$ cat config.mk
export PLATFORM = sky130hd
export DESIGN_NAME = cla_nibble_sequencer
export DESIGN_NICKNAME = d
export VERILOG_FILES = /design/src/rtl/cla_seq_pkg.sv /design/src/rtl/cla_nibble_sequencer.sv
export SDC_FILE = /design/constraint.sdc
export NUM_CORES = 1
export LEC_CHECK = 0
export BUFFER_PORTS_ARGS = -buffer_cell sky130_fd_sc_hd__buf_2
export CAP_MARGIN = 20
export CORE_ASPECT_RATIO = 0.7
export CORE_MARGIN = 5
export CORE_UTILIZATION = 25
export DETAILED_ROUTE_END_ITERATION = 8
export PLACE_DENSITY = 0.45
export REMOVE_ABC_BUFFERS = 1
export SYNTH_ARGS = -nofsm -noshare
export SYNTH_HDL_FRONTEND = slang
export SYNTH_SLANG_ARGS = --single-unit
$ cat constraint.sdc
create_clock -name Clk -period 4 [get_ports Clk]
set_input_delay 0.2 -clock Clk [delete_from_list [all_inputs] [get_ports Clk]]
set_output_delay 0.2 -clock Clk [all_outputs]
set_load 0.005 [all_outputs]
$ cat src/rtl/cla_seq_pkg.sv
// Shared types and constants for the nibble-serial add/subtract controller.
// Imported by the controller and by anything driving its Sub input.
package cla_seq_pkg;

   typedef enum logic [1:0] {
      IDLE = 2'd0,
      RUN  = 2'd1,
      DONE = 2'd2
   } state_t;

   localparam logic OP_ADD = 1'b0;
   localparam logic OP_SUB = 1'b1;

endpackage

$ cat src/rtl/cla_nibble_sequencer.sv
// Multi-precision add/subtract that time-shares one external 4-bit CLA slice,
// feeding one nibble per cycle LSB first with the carry held between cycles.
module cla_nibble_sequencer
   import cla_seq_pkg::*;
#(
   parameter int NIB = 4
) (
   input  logic             Clk,
   input  logic             Reset_n,
   input  logic             Start,
   input  logic             Sub,
   input  logic [4*NIB-1:0] A,
   input  logic [4*NIB-1:0] B,
   output logic             Busy,
   output logic             Done,
   output logic [4*NIB-1:0] Sum,
   output logic             Cout,
   output logic             Ovf,
   output logic [3:0]       Slice_A,
   output logic [3:0]       Slice_B,
   output logic             Slice_Cin,
   input  logic [3:0]       Slice_S,
   input  logic             Slice_Cout
);

   localparam int W  = 4 * NIB;
   localparam int IW = $clog2(NIB);
   localparam logic [IW-1:0] LAST = IW'(NIB - 1);

   state_t         state_q, state_d;
   logic [IW-1:0]  idx_q, idx_d;
   logic [W-1:0]   a_q, a_d;
   logic [W-1:0]   b_q, b_d;
   logic           sub_q, sub_d;
   logic           carry_q, carry_d;
   logic [W-1:0]   sum_q, sum_d;
   logic           cout_q, cout_d;
   logic           ovf_q, ovf_d;

   logic           inv;
   logic           bx_msb;

   // Operand B is inverted per nibble for subtraction; carry-in supplies the +1.
   assign inv    = (sub_q == OP_SUB);
   assign bx_msb = b_q[W-1] ^ inv;

   // Slice drive, next-state and result update; slice inputs idle at zero.
   always_comb begin
      state_d   = state_q;
      idx_d     = idx_q;
      a_d       = a_q;
      b_d       = b_q;
      sub_d     = sub_q;
      carry_d   = carry_q;
      sum_d     = sum_q;
      cout_d    = cout_q;
      ovf_d     = ovf_q;
      Slice_A   = 4'h0;
      Slice_B   = 4'h0;
      Slice_Cin = 1'b0;
      unique case (state_q)
         IDLE: begin
            if (Start) begin
               a_d     = A;
               b_d     = B;
               sub_d   = Sub;
               carry_d = Sub;
               idx_d   = '0;
               state_d = RUN;
            end
         end
         RUN: begin
            Slice_A   = a_q[{idx_q, 2'b00} +: 4];
            Slice_B   = b_q[{idx_q, 2'b00} +: 4] ^ {4{inv}};
            Slice_Cin = carry_q;
            sum_d[{idx_q, 2'b00} +: 4] = Slice_S;
            carry_d = Slice_Cout;
            if (idx_q == LAST) begin
               cout_d  = Slice_Cout;
               ovf_d   = (a_q[W-1] ^ Slice_S[3]) & (bx_msb ^ Slice_S[3]);
               state_d = DONE;
            end else begin
               idx_d = idx_q + IW'(1);
            end
         end
         DONE: begin
            state_d = IDLE;
         end
         default: begin
            state_d = IDLE;
         end
      endcase
   end

   // State and datapath registers; reset discards any partial result.
   always_ff @(posedge Clk or negedge Reset_n) begin
      if (!Reset_n) begin
         state_q <= IDLE;
         idx_q   <= '0;
         a_q     <= '0;
         b_q     <= '0;
         sub_q   <= 1'b0;
         carry_q <= 1'b0;
         sum_q   <= '0;
         cout_q  <= 1'b0;
         ovf_q   <= 1'b0;
      end else begin
         state_q <= state_d;
         idx_q   <= idx_d;
         a_q     <= a_d;
         b_q     <= b_d;
         sub_q   <= sub_d;
         carry_q <= carry_d;
         sum_q   <= sum_d;
         cout_q  <= cout_d;
         ovf_q   <= ovf_d;
      end
   end

   assign Busy = (state_q != IDLE);
   assign Done = (state_q == DONE);
   assign Sum  = sum_q;
   assign Cout = cout_q;
   assign Ovf  = ovf_q;

endmodule
== Word-level counts from Yosys, hierarchy flattened ==
Index checks and enable logic that the tools add are counted.

* Add/sub/neg operators: 2
* Eq/ne operators: 6
* Shift operators: 4
* Multiplexer cells: 12
* Bitwise gates (word level): 5
* Reduce and logical (&&, ||, !) cells: 8

{| class="wikitable"
|+ Operators by type and width
! kind !! count
|-
| $shiftx 16x5->4 || 2
|-
| $bwmux 16 || 1
|-
| $shift 4x6->16 const A || 1
|-
| $shiftx 4x6->16 || 1
|-
| $mux 2 || 4
|-
| $mux 4 || 2
|-
| $pmux 2 s2 || 2
|-
| $reduce_and 2->1 || 4
|-
| $ne 2x2->1 const B || 3
|-
| $neg 4->6 || 1
|-
| $eq 2x2->1 const B || 2
|-
| $reduce_bool 2->1 || 2
|-
| $xor 4x4->4 || 1
|-
| $reduce_and 3->1 || 1
|-
| $xor 1x1->1 || 3
|-
| $add 2x1->2 const B || 1
|-
| $eq 2x1->1 const B || 1
|-
| $logic_not 2->1 || 1
|-
| $mux 1 || 2
|-
| $pmux 1 s2 || 1
|-
| $and 1x1->1 || 1
|}

* Bits in registers: 56
* Input bits: 41
* Output and inout bits: 29
* Logic and storage cells: 46

== Longest topological paths before layout ==
Gate-level depths: netlist (run 1).

* Depth in word-level cells: 3
* Gate-level depth with buffers: 6
* Depth with buffers taken out: 5

== Least setup slack after synthesis (run 1) ==
Ideal clock, no wire load.

* Path type: reg2reg
* From: register idx_q[0]
* To: register sum_q[0], in the netlist Sum[0]
* Library setup time: 67 ps
* Arrival time: 1759 ps
* Data required time: 3933 ps
* Path slack: 2174 ps
* Cell stages (with the launch flop): 6
* Path buffers: 1
* Clock period less this slack: 1826 ps
* Path through: dfrtp_1 -> clkbuf_8 -> inv_1 -> ha_1 -> nor4b_2 -> a22o_1

* Cells in the longest elaborated chain, start to end: 3
* Elaborated cells between the ends (all ways): 4
* Those cells by class: 1 x add/sub; 2 x shift; 1 x mux

{| class="wikitable"
|+ Ends and longest elaborated chain
! what !! RTL line !! text
|-
| start, declared || cla_nibble_sequencer.sv:31 || <nowiki>logic [IW-1:0] idx_q, idx_d;</nowiki>
|-
| start signal, assigned || cla_nibble_sequencer.sv:109 || <nowiki>idx_q <= idx_d;</nowiki>
|-
| $neg 4->6 * || cla_nibble_sequencer.sv:76 || <nowiki>sum_d[{idx_q, 2'b00} +: 4] = Slice_S;</nowiki>
|-
| $shiftx 4x6->16 / $shift 4x6->16 (equally long branches) || cla_nibble_sequencer.sv:76 ||
|-
| $bwmux 16 * || cla_nibble_sequencer.sv:76 ||
|-
| end signal, assigned || cla_nibble_sequencer.sv:114 || <nowiki>sum_q <= sum_d;</nowiki>
|-
| end, declared || cla_nibble_sequencer.sv:36 || <nowiki>logic [W-1:0] sum_q, sum_d;</nowiki>
|}

Mark *: on every way between the ends. The rest lies on a longest branch, timed or not.
A chain may end at the register's enable or synchronous reset.

== Final worst setup path (run 1) ==
* From: register idx_q[0]
* To: output Slice_B[3]

* Cells in the longest elaborated chain, start to end: 3

{| class="wikitable"
|+ Ends and longest elaborated chain
! what !! RTL line !! text
|-
| $shiftx 16x5->4 || cla_nibble_sequencer.sv:74 || <nowiki>Slice_B = b_q[{idx_q, 2'b00} +: 4] ^ {4{inv}};</nowiki>
|-
| $xor 4x4->4 || cla_nibble_sequencer.sv:74 ||
|-
| $mux 4 || cla_nibble_sequencer.sv:61 || <nowiki>unique case (state_q)</nowiki>
|-
| end, declared || cla_nibble_sequencer.sv:20 || <nowiki>output logic [3:0] Slice_B,</nowiki>
|}

No other way between the ends.

==> results.py, run 1 <==
metrics = {
    "synth": {
        "yosysSeqAreaShare_pct": 53.49,
        "synthDistinctLibCells": 30,
        "netlist.area_leader.share_pct": 53.49,
        "ys_top_cells_by_area": "dfrtp_1 53%, mux2_2 14%, mux4_2 6.9%",
        "synth.yosys.warnings": 0,
        "syn_area_um2": 2620,
        "syn_avg_cell_area_um2": 13.86,
        "ys_ff_latch": 56,
        "netlist_instances": 189,
        "synth_top_area_cell": "dfrtp_1",
    },
    "floorplan": {
        "die-area_um2": 12660,
        "core-area_um2": 10280,
        "start_util_pct": 25.49,
        "die_h_um": 95.65,
        "rows": 31,
        "io_pins": 70,
        "die_w_um": 132.4,
    },
    "route": {
        "dr_total_vias": 1679,
        "wl_um": 5961,
        "post_drt_wl_per_cell_um": 15.21,
        "vias_per_cell": 4.283,
        "dr.pass1.iters": 4,
        "drc": 0,
        "drt_iter0_drc": 93,
        "postRouteAntennaNets": 0,
    },
    "timing": {
        "tns_ns": 0,
        "skew_ns": 0.005424,
        "hold_viol_final": 0,
        "worstMarginPinSlew_ns": 0.8787,
        "post-route-period-util_pct": 61.40,
        "fmax_ghz": 0.4072,
        "relSlewSlack_pct": 41.42,
        "finalMaxSlewViolations": 0,
        "fin_ws_ns": 1.544,
        "setup_viol": 0,
        "min_period_ns": 2.456,
        "rsz0062_at_grt": "no",
    },
    "worst_setup_path": {
        "crit_type": "reg -> out",
        "slowest_delay_ns": 0.92,
        "worstPathRequired_ns": 3.80,
        "rr_worst_depth": 5,
        "critPathLaunchType": "flop",
        "worstPathArrival_ns": 2.26,
        "slowest_stage": "dfrtp_1",
        "cp_max_fo": 16,
        "worst_setup_path_end_kind": "output port",
        "cp_cell_sequence": "mux4_2, xnor2_1, nor2_1, buf_2",
    },
    "layout": {
        "fin_util_pct": 31.33,
        "post_route_cells_drive_above_1_share_pct": 48.85,
        "fin_nets": 306,
        "syn2layout_area_growth_pct": 22.92,
        "antenna_cells": 0,
        "finalInstanceArea_um2": 3221,
    },
    "place": {
        "place.gp.congestion": 0.7316,
        "dp_hpwl_um": 4321,
        "placed_cell_area_um2": 3070,
        "numPortBuffers": 69,
        "dp_slack_ns": 1.513,
    },
    "clock_tree": {
        "clock_latency_ns": 0.29,
        "cts_tree": "built",
        "cts_max_path_buffers": 2,
        "numCtsBuffers": 5,
        "cts_setup_buffers": 0,
        "htreeDepth": 2,
        "cts_sinks": 56,
        "cts-resized-gates": 0,
        "ctsHoldBuffers": 0,
        "clk_pin_slew_ns": 0.07,
        "cts_root_buffer": "clkbuf_16",
    },
    "power": {
        "vdd.ir_drop.worst_uv": 225.5,
        "power_density_nw_per_um2": 788.7,
        "p_leak_nw": 1.487,
    },
    "flow_run": {
        "drv_cap": 0,
    },
    "min_path": {
        "min_path_type": "in -> async",
    },
    "global_route": {
        "use_met1_pct": 13.63,
        "met2_usage_pct": 14.67,
        "antenna_found_initial": 0,
        "gr-usage-met3_pct": 2.743,
        "grt_busiest_layer": "met2",
        "grt.overflow.total": 0,
        "grt_max_degree": 57,
        "grt_pass1_wl_um": 9653,
        "grt_pass1_vias": 1802,
        "grt_usage_pct": 9.746,
    },
    "outcome": {
        "status": "completed",
    },
}
## synthesized netlist by cell type
library cell / n
ha_1: 6
and2b_2: 1
buf_8: 1
inv_1: 5
clkbuf_8: 1
nor2b_1: 6
xnor2_1: 4
nand3b_1: 5
mux2i_1: 3
nor4b_4: 1
mux4_2: 8
dfrtp_1: 56
o21bai_1: 1
o21ai_0: 9
a21oi_1: 1
a22o_1: 8
o22ai_1: 1
and4bb_2: 1
clkbuf_1: 2
or2b_1: 1
buf_6: 3
nor4b_2: 2
nor3b_4: 1
xor2_1: 1
mux2_2: 33
or2_2: 2
mux2_1: 1
nand2_1: 17
buf_2: 1
nor2_1: 7
## placed cells by master (no fill, tap or decap), types with 6 or more instances in the layout
master	netlist	final
dfrtp_1	56	56
nand2_1	17	17
o21ai_0	9	9
nor2b_1	6	6
mux2_2	33	33
nor2_1	7	7
a22o_1	8	8
buf_2	1	69
mux4_2	8	8
ha_1	6	6
## area by class of cell
type / instances / area (um^2)
clock buffers: 7 / 142.6
inverters: 5 / 18.77
clock inverters: 1 / 7.507
flip-flops and latches: 56 / 1401
repair buffers: 71 / 360.3
multi-input cells: 120 / 1125
well taps: 132 / 165.2
fillers: 1055 / 7058
## critical path, delay by kind of cell, from the launching register on
kind / cells / cell delay (ns)
buf+inv: 1 / 0.14
flops: 1 / 0.92
mux: 1 / 0.61
xor+xnor: 1 / 0.14
simple gates: 1 / 0.15
## state kept, by name, indices dropped and copies added (netlist names)
| name | flops |
|---|---|
| inv | 1 |
| Ovf | 1 |
| b_q | 16 |
| Cout | 1 |
| carry_q | 1 |
| Sum | 16 |
| state_q | 2 |
| a_q | 16 |
| idx_q | 2 |
## final timing paths
| check | from | end | slack (ns) |
|---|---|---|---|
| min reg2reg | Ovf | Ovf | 0.47 |
| max | idx_q[0] | Slice_B[3] | 1.54 |
| min in group Clk | B[6] | b_q[6] | 0.13 |
| max reg2reg | idx_q[0] | Sum[10] | 1.59 |
| min | Reset_n | a_q[7] | 0.05 |
| max in group asynchronous | Reset_n | idx_q[1] | 3.48 |
## metrics by stage
step                      power, mW  cells  hold WS [ns]
final                         2.540    392       0.05317
after global routing          2.751    392        0.1353
after CTS                     2.604    392       0.08444
after detailed placement      2.148    384        0.3997
after global placement        2.129    384        0.4046
after floorplan               1.753    181      -0.09559
## layer usage
layer	vias up	part of all wire, %
li1	814	-
met1	823	50
met2	36	44
met3	6	4.4
met4	0	1.2
met5	-	0
## report_power, final
| group | internal, mW | switching, mW | total [mW] | leakage [nW] |
|---|---|---|---|---|
| logic | 0.618 | 0.431 | 1.05 | 0.724 |
| clock network | 0.250 | 0.192 | 0.442 | 0.0701 |
| registers | 0.828 | 0.221 | 1.05 | 0.693 |
| total | 1.70 | 0.844 | 2.54 | 1.49 |
## logic make-up after synthesis
kind of cell / synth area share (%)
flip-flops: 53.49
multiplexers: 22.64
AND/OR/NAND/NOR: 10.65
AO/OA/AOI/OAI: 5.110
buffers and inverters: 3.581
adder cells (fa/ha/maj): 2.865
XOR/XNOR: 1.671
Power figures use the tool's default switching activity.
==> inputs of run 2 (changes only) <==
==> constraint.sdc (replaced) <==
create_clock -name Clk -period 2.4 [get_ports Clk]
set_input_delay 0.12 -clock Clk [delete_from_list [all_inputs] [get_ports Clk]]
set_output_delay 0.12 -clock Clk [all_outputs]
set_load 0.005 [all_outputs]
==> run 2 against run 1 <==
Via count grew 1.7%. Combinational power grew 79%. Clock skew grew 0.0020 ns. Sequential cell count is the same. Final cell count grew 1.0%. Routed wire length grew 3.0%. Largest cell class unchanged. Highest routed layer unchanged.
==> results.py, run 2 (synthesis results as in run 1) <==
metrics = {
    "route": {
        "dr_total_vias": 1707,
        "postRouteAntennaNets": 0,
        "dr.pass1.iters": 4,
        "drt_iter0_drc": 70,
        "vias_per_cell": 4.311,
        "wl_um": 6138,
        "drc": 0,
        "post_drt_wl_per_cell_um": 15.50,
    },
    "clock_tree": {
        "cts_root_buffer": "clkbuf_16",
        "cts_sinks": 56,
        "numCtsBuffers": 5,
        "htreeDepth": 2,
        "cts_tree": "built",
        "cts-resized-gates": 0,
        "clk_pin_slew_ns": 0.07,
        "cts_max_path_buffers": 2,
        "clock_latency_ns": 0.29,
    },
    "worst_setup_path": {
        "rr_worst_depth": 5,
        "r2r_slack_ns": 0.63,
        "worstPathArrival_ns": 1.91,
        "cp_cell_sequence": "buf_4, mux4_2, xnor2_1, nor2_1, buf_2",
        "regToRegEndpoint": "Sum[0]",
        "critPathLaunchType": "flop",
        "crit_type": "reg -> out",
        "slowest_stage": "mux4_2",
        "cp_max_fo": 15,
        "worstPathRequired_ns": 2.28,
        "rr_startpoint": "idx_q[0]",
        "slowest_delay_ns": 0.55,
        "worst_setup_path_end_kind": "output port",
    },
    "global_route": {
        "grt.overflow.total": 0,
        "grt_pass1_wl_um": 10070,
        "grt_usage_pct": 10.15,
        "grt_max_degree": 36,
        "grt_pass1_vias": 1742,
        "antenna_found_initial": 0,
    },
    "timing": {
        "skew_ns": 0.007451,
        "setup_viol": 0,
        "post-route-period-util_pct": 84.57,
        "rsz0062_at_grt": "no",
        "hold-worst-slack_ns": 0.04638,
        "worstMarginPinSlew_ns": 0.6219,
        "hold_viol_final": 0,
        "tns_ns": 0,
        "fmax_ghz": 0.4927,
        "relSlewSlack_pct": 58.54,
        "finalMaxSlewViolations": 0,
        "min_period_ns": 2.030,
    },
    "layout": {
        "multi_input_area_um2": 1125,
        "layout_common_cells": "69 x buf_2, 56 x dfrtp_1, 33 x mux2_2",
        "syn2layout_area_growth_pct": 24.16,
        "seq_area_um2": 1401,
        "finalInstanceArea_um2": 3253,
        "antenna_cells": 0,
        "fin_nets": 310,
        "layout_commonest_cell": "buf_2",
        "post_route_cells_drive_above_1_share_pct": 49.24,
        "num-fill-cells": 1049,
    },
    "min_path": {
        "min_from": "B[6]",
        "min_path_type": "in -> reg",
        "min_to": "b_q[6]",
        "worstHoldPathCells": 2,
    },
    "floorplan": {
        "start_util_pct": 25.49,
        "core-area_um2": 10280,
        "rows": 31,
        "io_pins": 70,
        "die_w_um": 132.4,
        "die-area_um2": 12660,
        "die_h_um": 95.65,
    },
    "power": {
        "power_density_nw_per_um2": 1316,
        "vdd.ir_drop.worst_uv": 383.5,
        "p_leak_nw": 1.506,
    },
    "place": {
        "place.gp.congestion": 0.7285,
        "dp_hpwl_um": 4533,
        "numPortBuffers": 69,
        "placed_cell_area_um2": 3093,
    },
    "outcome": {
        "status": "completed",
    },
    "flow_run": {
        "drv_cap": 0,
    },
}
==> run 2: changes by cell type in the layout (fill, tap and decap cells not counted) <==
cell,delta
dlygate4sd3_1,+1
buf_4,+3
==> run 2: area by class of cell <==
class,instances,area share (%)
Clock buffer,7,4.385
Inverter,5,0.5769
Timing Repair Buffer,75,12.08
Clock inverter,1,0.2308
Tap cell,132,5.077
Multi-Input combinational cell,120,34.58
Sequential cell,56,43.08
==> run 2: stage by stage <==
step                      utilization [%]  total power, mW  std cells  worst slack [ns]
after floorplan                         -            2.922        181            0.3986
after global placement              30.09            3.593        387            0.6583
after detailed placement            30.09            3.612        387            0.6368
after CTS                           31.65            4.380        396            0.2991
after global routing                31.65            4.646        396            0.2429
final                               31.65            4.280        396            0.3703
==> run 2: where the power goes <==
| group | switching [mW] | internal, mW |
|---|---|---|
| Combinational | 0.825 | 1.05 |
| Clock | 0.330 | 0.417 |
| Sequential | 0.275 | 1.38 |
==> run 2: worst max-delay path by stage <==
stage | slack (ns) | end | from
3_3_place_gp | 0.66 | Slice_B[3] | idx_q[0]
5_1_grt | 0.24 | Slice_B[3] | idx_q[0]
3_5_place_dp | 0.64 | Slice_B[3] | idx_q[0]
4_1_cts | 0.30 | Slice_B[3] | idx_q[0]
6_report | 0.37 | Slice_B[3] | idx_q[0]
2_1_floorplan | 0.40 | Sum[0] | idx_q[0]
==> run 2: repair_timing <==
item,CTS,global route
setup buffers,0,0
endpoints found under the hold margin,25,0
hold buffers,1,0
==> run 2: metal layers <==
layer	share of wire [%]	track usage, %	vias up
met3	5.7	3.112	2
met2	44	14.55	39
met1	49	14.95	850
met4	0.47	2.288	0
met5	0	0	-
li1	-	-	816
==> run 2: worst max-delay path, delay by kind of cell (launching register included) <==
family / cells / cell delay, ns
muxes: 1 / 0.55
buffers and inverters: 2 / 0.42
DFF: 1 / 0.35
xor gates and xnor gates: 1 / 0.14
and+or+nand+nor: 1 / 0.15
==> inputs of run 3 (changes only) <==
==> constraint.sdc (replaced) <==
create_clock -name Clk -period 1.9 [get_ports Clk]
set_input_delay 0.095 -clock Clk [delete_from_list [all_inputs] [get_ports Clk]]
set_output_delay 0.095 -clock Clk [all_outputs]
set_load 0.005 [all_outputs]
==> run 3 against run 2 <==
Via count up 0.23%. First-iteration DRC count is 5.7% lower. Combinational power up 31%. Hold slack got worse by 0.020 ns. Utilization rose by 0.52 points. Final area is 1.7% higher. Highest routed layer unchanged. Largest power group unchanged. Register-to-register slack got worse by 0.45 ns. Sequential power rose by 27%. Sequential share of layout area down 0.70 points. Clock power is 25% higher. Die area stayed put. Sequential cell count is the same.
==> results.py, run 3 (synthesis results as in run 1) <==
metrics = {
    "layout": {
        "num-fill-cells": 1075,
        "final_cells": 399,
        "syn2layout_area_growth_pct": 26.22,
        "antenna_cells": 0,
        "layout_commonest_cell": "buf_2",
        "fin_nets": 313,
        "seq_area_um2": 1401,
        "post_route_cells_drive_above_1_share_pct": 50.19,
        "layout_common_cells": "69 x buf_2, 56 x dfrtp_1, 33 x mux2_2",
        "fin_util_pct": 32.17,
        "multi_input_area_um2": 1125,
    },
    "timing": {
        "post-route-period-util_pct": 97.14,
        "finalMaxSlewViolations": 0,
        "relSlewSlack_pct": 64.41,
        "fmax_ghz": 0.5418,
        "fin_ws_ns": 0.05440,
        "skew_ns": 0.004926,
        "hold-worst-slack_ns": 0.02645,
        "worstMarginPinSlew_ns": 0.5338,
        "min_period_ns": 1.846,
        "rsz0062_at_grt": "yes",
        "hold_viol_final": 0,
        "setup_viol": 0,
    },
    "floorplan": {
        "io_pins": 70,
        "die_h_um": 95.65,
        "core-area_um2": 10280,
        "rows": 31,
        "start_util_pct": 25.49,
        "die-area_um2": 12660,
        "die_w_um": 132.4,
    },
    "clock_tree": {
        "clock_latency_ns": 0.29,
        "cts_root_buffer": "clkbuf_16",
        "htreeDepth": 2,
        "cts_tree": "built",
        "clk_pin_slew_ns": 0.07,
        "cts_max_path_buffers": 2,
        "numCtsBuffers": 5,
        "cts_sinks": 56,
    },
    "global_route": {
        "grt.overflow.total": 0,
        "antenna_found_initial": 0,
        "grt_pass1_wl_um": 9584,
        "grt_pass1_vias": 1786,
        "grt_max_degree": 36,
        "grt_usage_pct": 9.684,
    },
    "worst_setup_path": {
        "crit_buf_inv": 2,
        "slowest_stage": "mux4_2",
        "cp_max_fo": 8,
        "crit_type": "reg -> out",
        "worst_setup_path_end_kind": "output port",
        "critical-path-top-delay-family": "multiplexers",
        "worstPathRequired_ns": 1.80,
        "worstPathArrival_ns": 1.75,
        "slowest_delay_ns": 0.51,
        "rr_worst_depth": 6,
        "rr_startpoint": "idx_q[0]",
        "cp_cell_sequence": "buf_8, mux4_2, xnor2_1, nor2_1, buf_2",
        "r2r_slack_ns": 0.18,
        "critPathLaunchType": "flop",
        "regToRegEndpoint": "Sum[13]",
    },
    "route": {
        "drt_iter0_drc": 66,
        "drc": 0,
        "dr.pass1.iters": 4,
        "vias_per_cell": 4.288,
        "dr_total_vias": 1711,
        "post_drt_wl_per_cell_um": 15.13,
        "wl_um": 6037,
        "postRouteAntennaNets": 0,
    },
    "power": {
        "vdd.ir_drop.worst_uv": 479.0,
        "p_leak_nw": 1.537,
        "power_density_nw_per_um2": 1664,
    },
    "place": {
        "numPortBuffers": 69,
        "dp_hpwl_um": 4503,
        "dp_cells": 389,
        "place.gp.congestion": 0.7034,
        "dp_slack_ns": 0.2009,
    },
    "min_path": {
        "min_to": "b_q[6]",
        "min_path_type": "in -> reg",
        "min_from": "B[6]",
        "worstHoldPathCells": 2,
    },
    "flow_run": {
        "drv_cap": 0,
    },
    "outcome": {
        "status": "completed",
    },
}
[run 3: cell count changes in the layout (fill, tap and decap cells not counted), sizes merged]
| cell | previous run | this run |
|---|---|---|
| clkbuf | 7 | 6 |
| clkinv | 0 | 2 |
| clkinvlp | 1 | 0 |
| buf | 74 | 77 |
[run 3: worst reg2reg max path, cell delays in order (launching register included)]
cell and delay (ns):
dfrtp_1 0.38, buf_8 0.15, buf_4 0.15, ha_1 0.15, nand3b_1 0.23, nor4b_4 0.42
a22o_1 0.18
[run 3: what timing repair did]
action                     4_1_cts  5_1_grt
setup buffers                    1        0
setup endpoints to repair        6        5
gates resized for setup          2        0
hold buffers                     1        0
hold endpoints to repair        21        0
pin swaps                        0        0
[run 3: power by group]
part           internal (mW)  switching [mW]  total, mW
logic                   1.42            1.05       2.47
clock network          0.521           0.412      0.933
registers               1.75           0.351       2.10
total                   3.69            1.81       5.50
[run 3: how the worst max path moves through the flow]
stage                     startpoint          to  slack (ns)  cells past startpoint
final                       idx_q[0]  Slice_B[3]        0.05                      5
after global placement      idx_q[0]     Sum[13]        0.25                      5
after floorplan             idx_q[0]      Sum[0]       -0.10                      4
after global routing        idx_q[0]  Slice_B[3]       -0.04                      5
after detailed placement    idx_q[0]      Sum[9]        0.20                      5
after CTS                   idx_q[0]  Slice_B[3]        0.03                      5
[run 3: through the flow]
stage | setup TNS (ns) | cell area [um^2] | power [mW]
after floorplan | -3.797 | 2545 | 3.691
after global placement | 0 | 3133 | 4.595
after detailed placement | 0 | 3133 | 4.634
after CTS | 0 | 3307 | 5.636
after global routing | -0.1019 | 3307 | 5.957
final | 0 | 3307 | 5.503
[run 3: final cells by class]
type / count / share of cell area (%)
Sequential cell: 56 / 42.38
Multi-Input combinational cell: 120 / 34.01
Timing Repair Buffer: 78 / 13.55
Tap cell: 132 / 4.994
Clock buffer: 6 / 4.200
Inverter: 5 / 0.5675
Clock inverter: 2 / 0.3027
[run 3: metal layers]
metal  GRT usage [%]  part of all wire (%)  vias to the layer above  routed length [um]
met5               0                     0                        -                   0
met4           2.288                  0.73                        0                  44
met3           2.743                   5.2                        4                 315
met2           14.34                    45                       39                2744
met1           14.00                    49                      841                2933
li1                -                     -                      827                   -
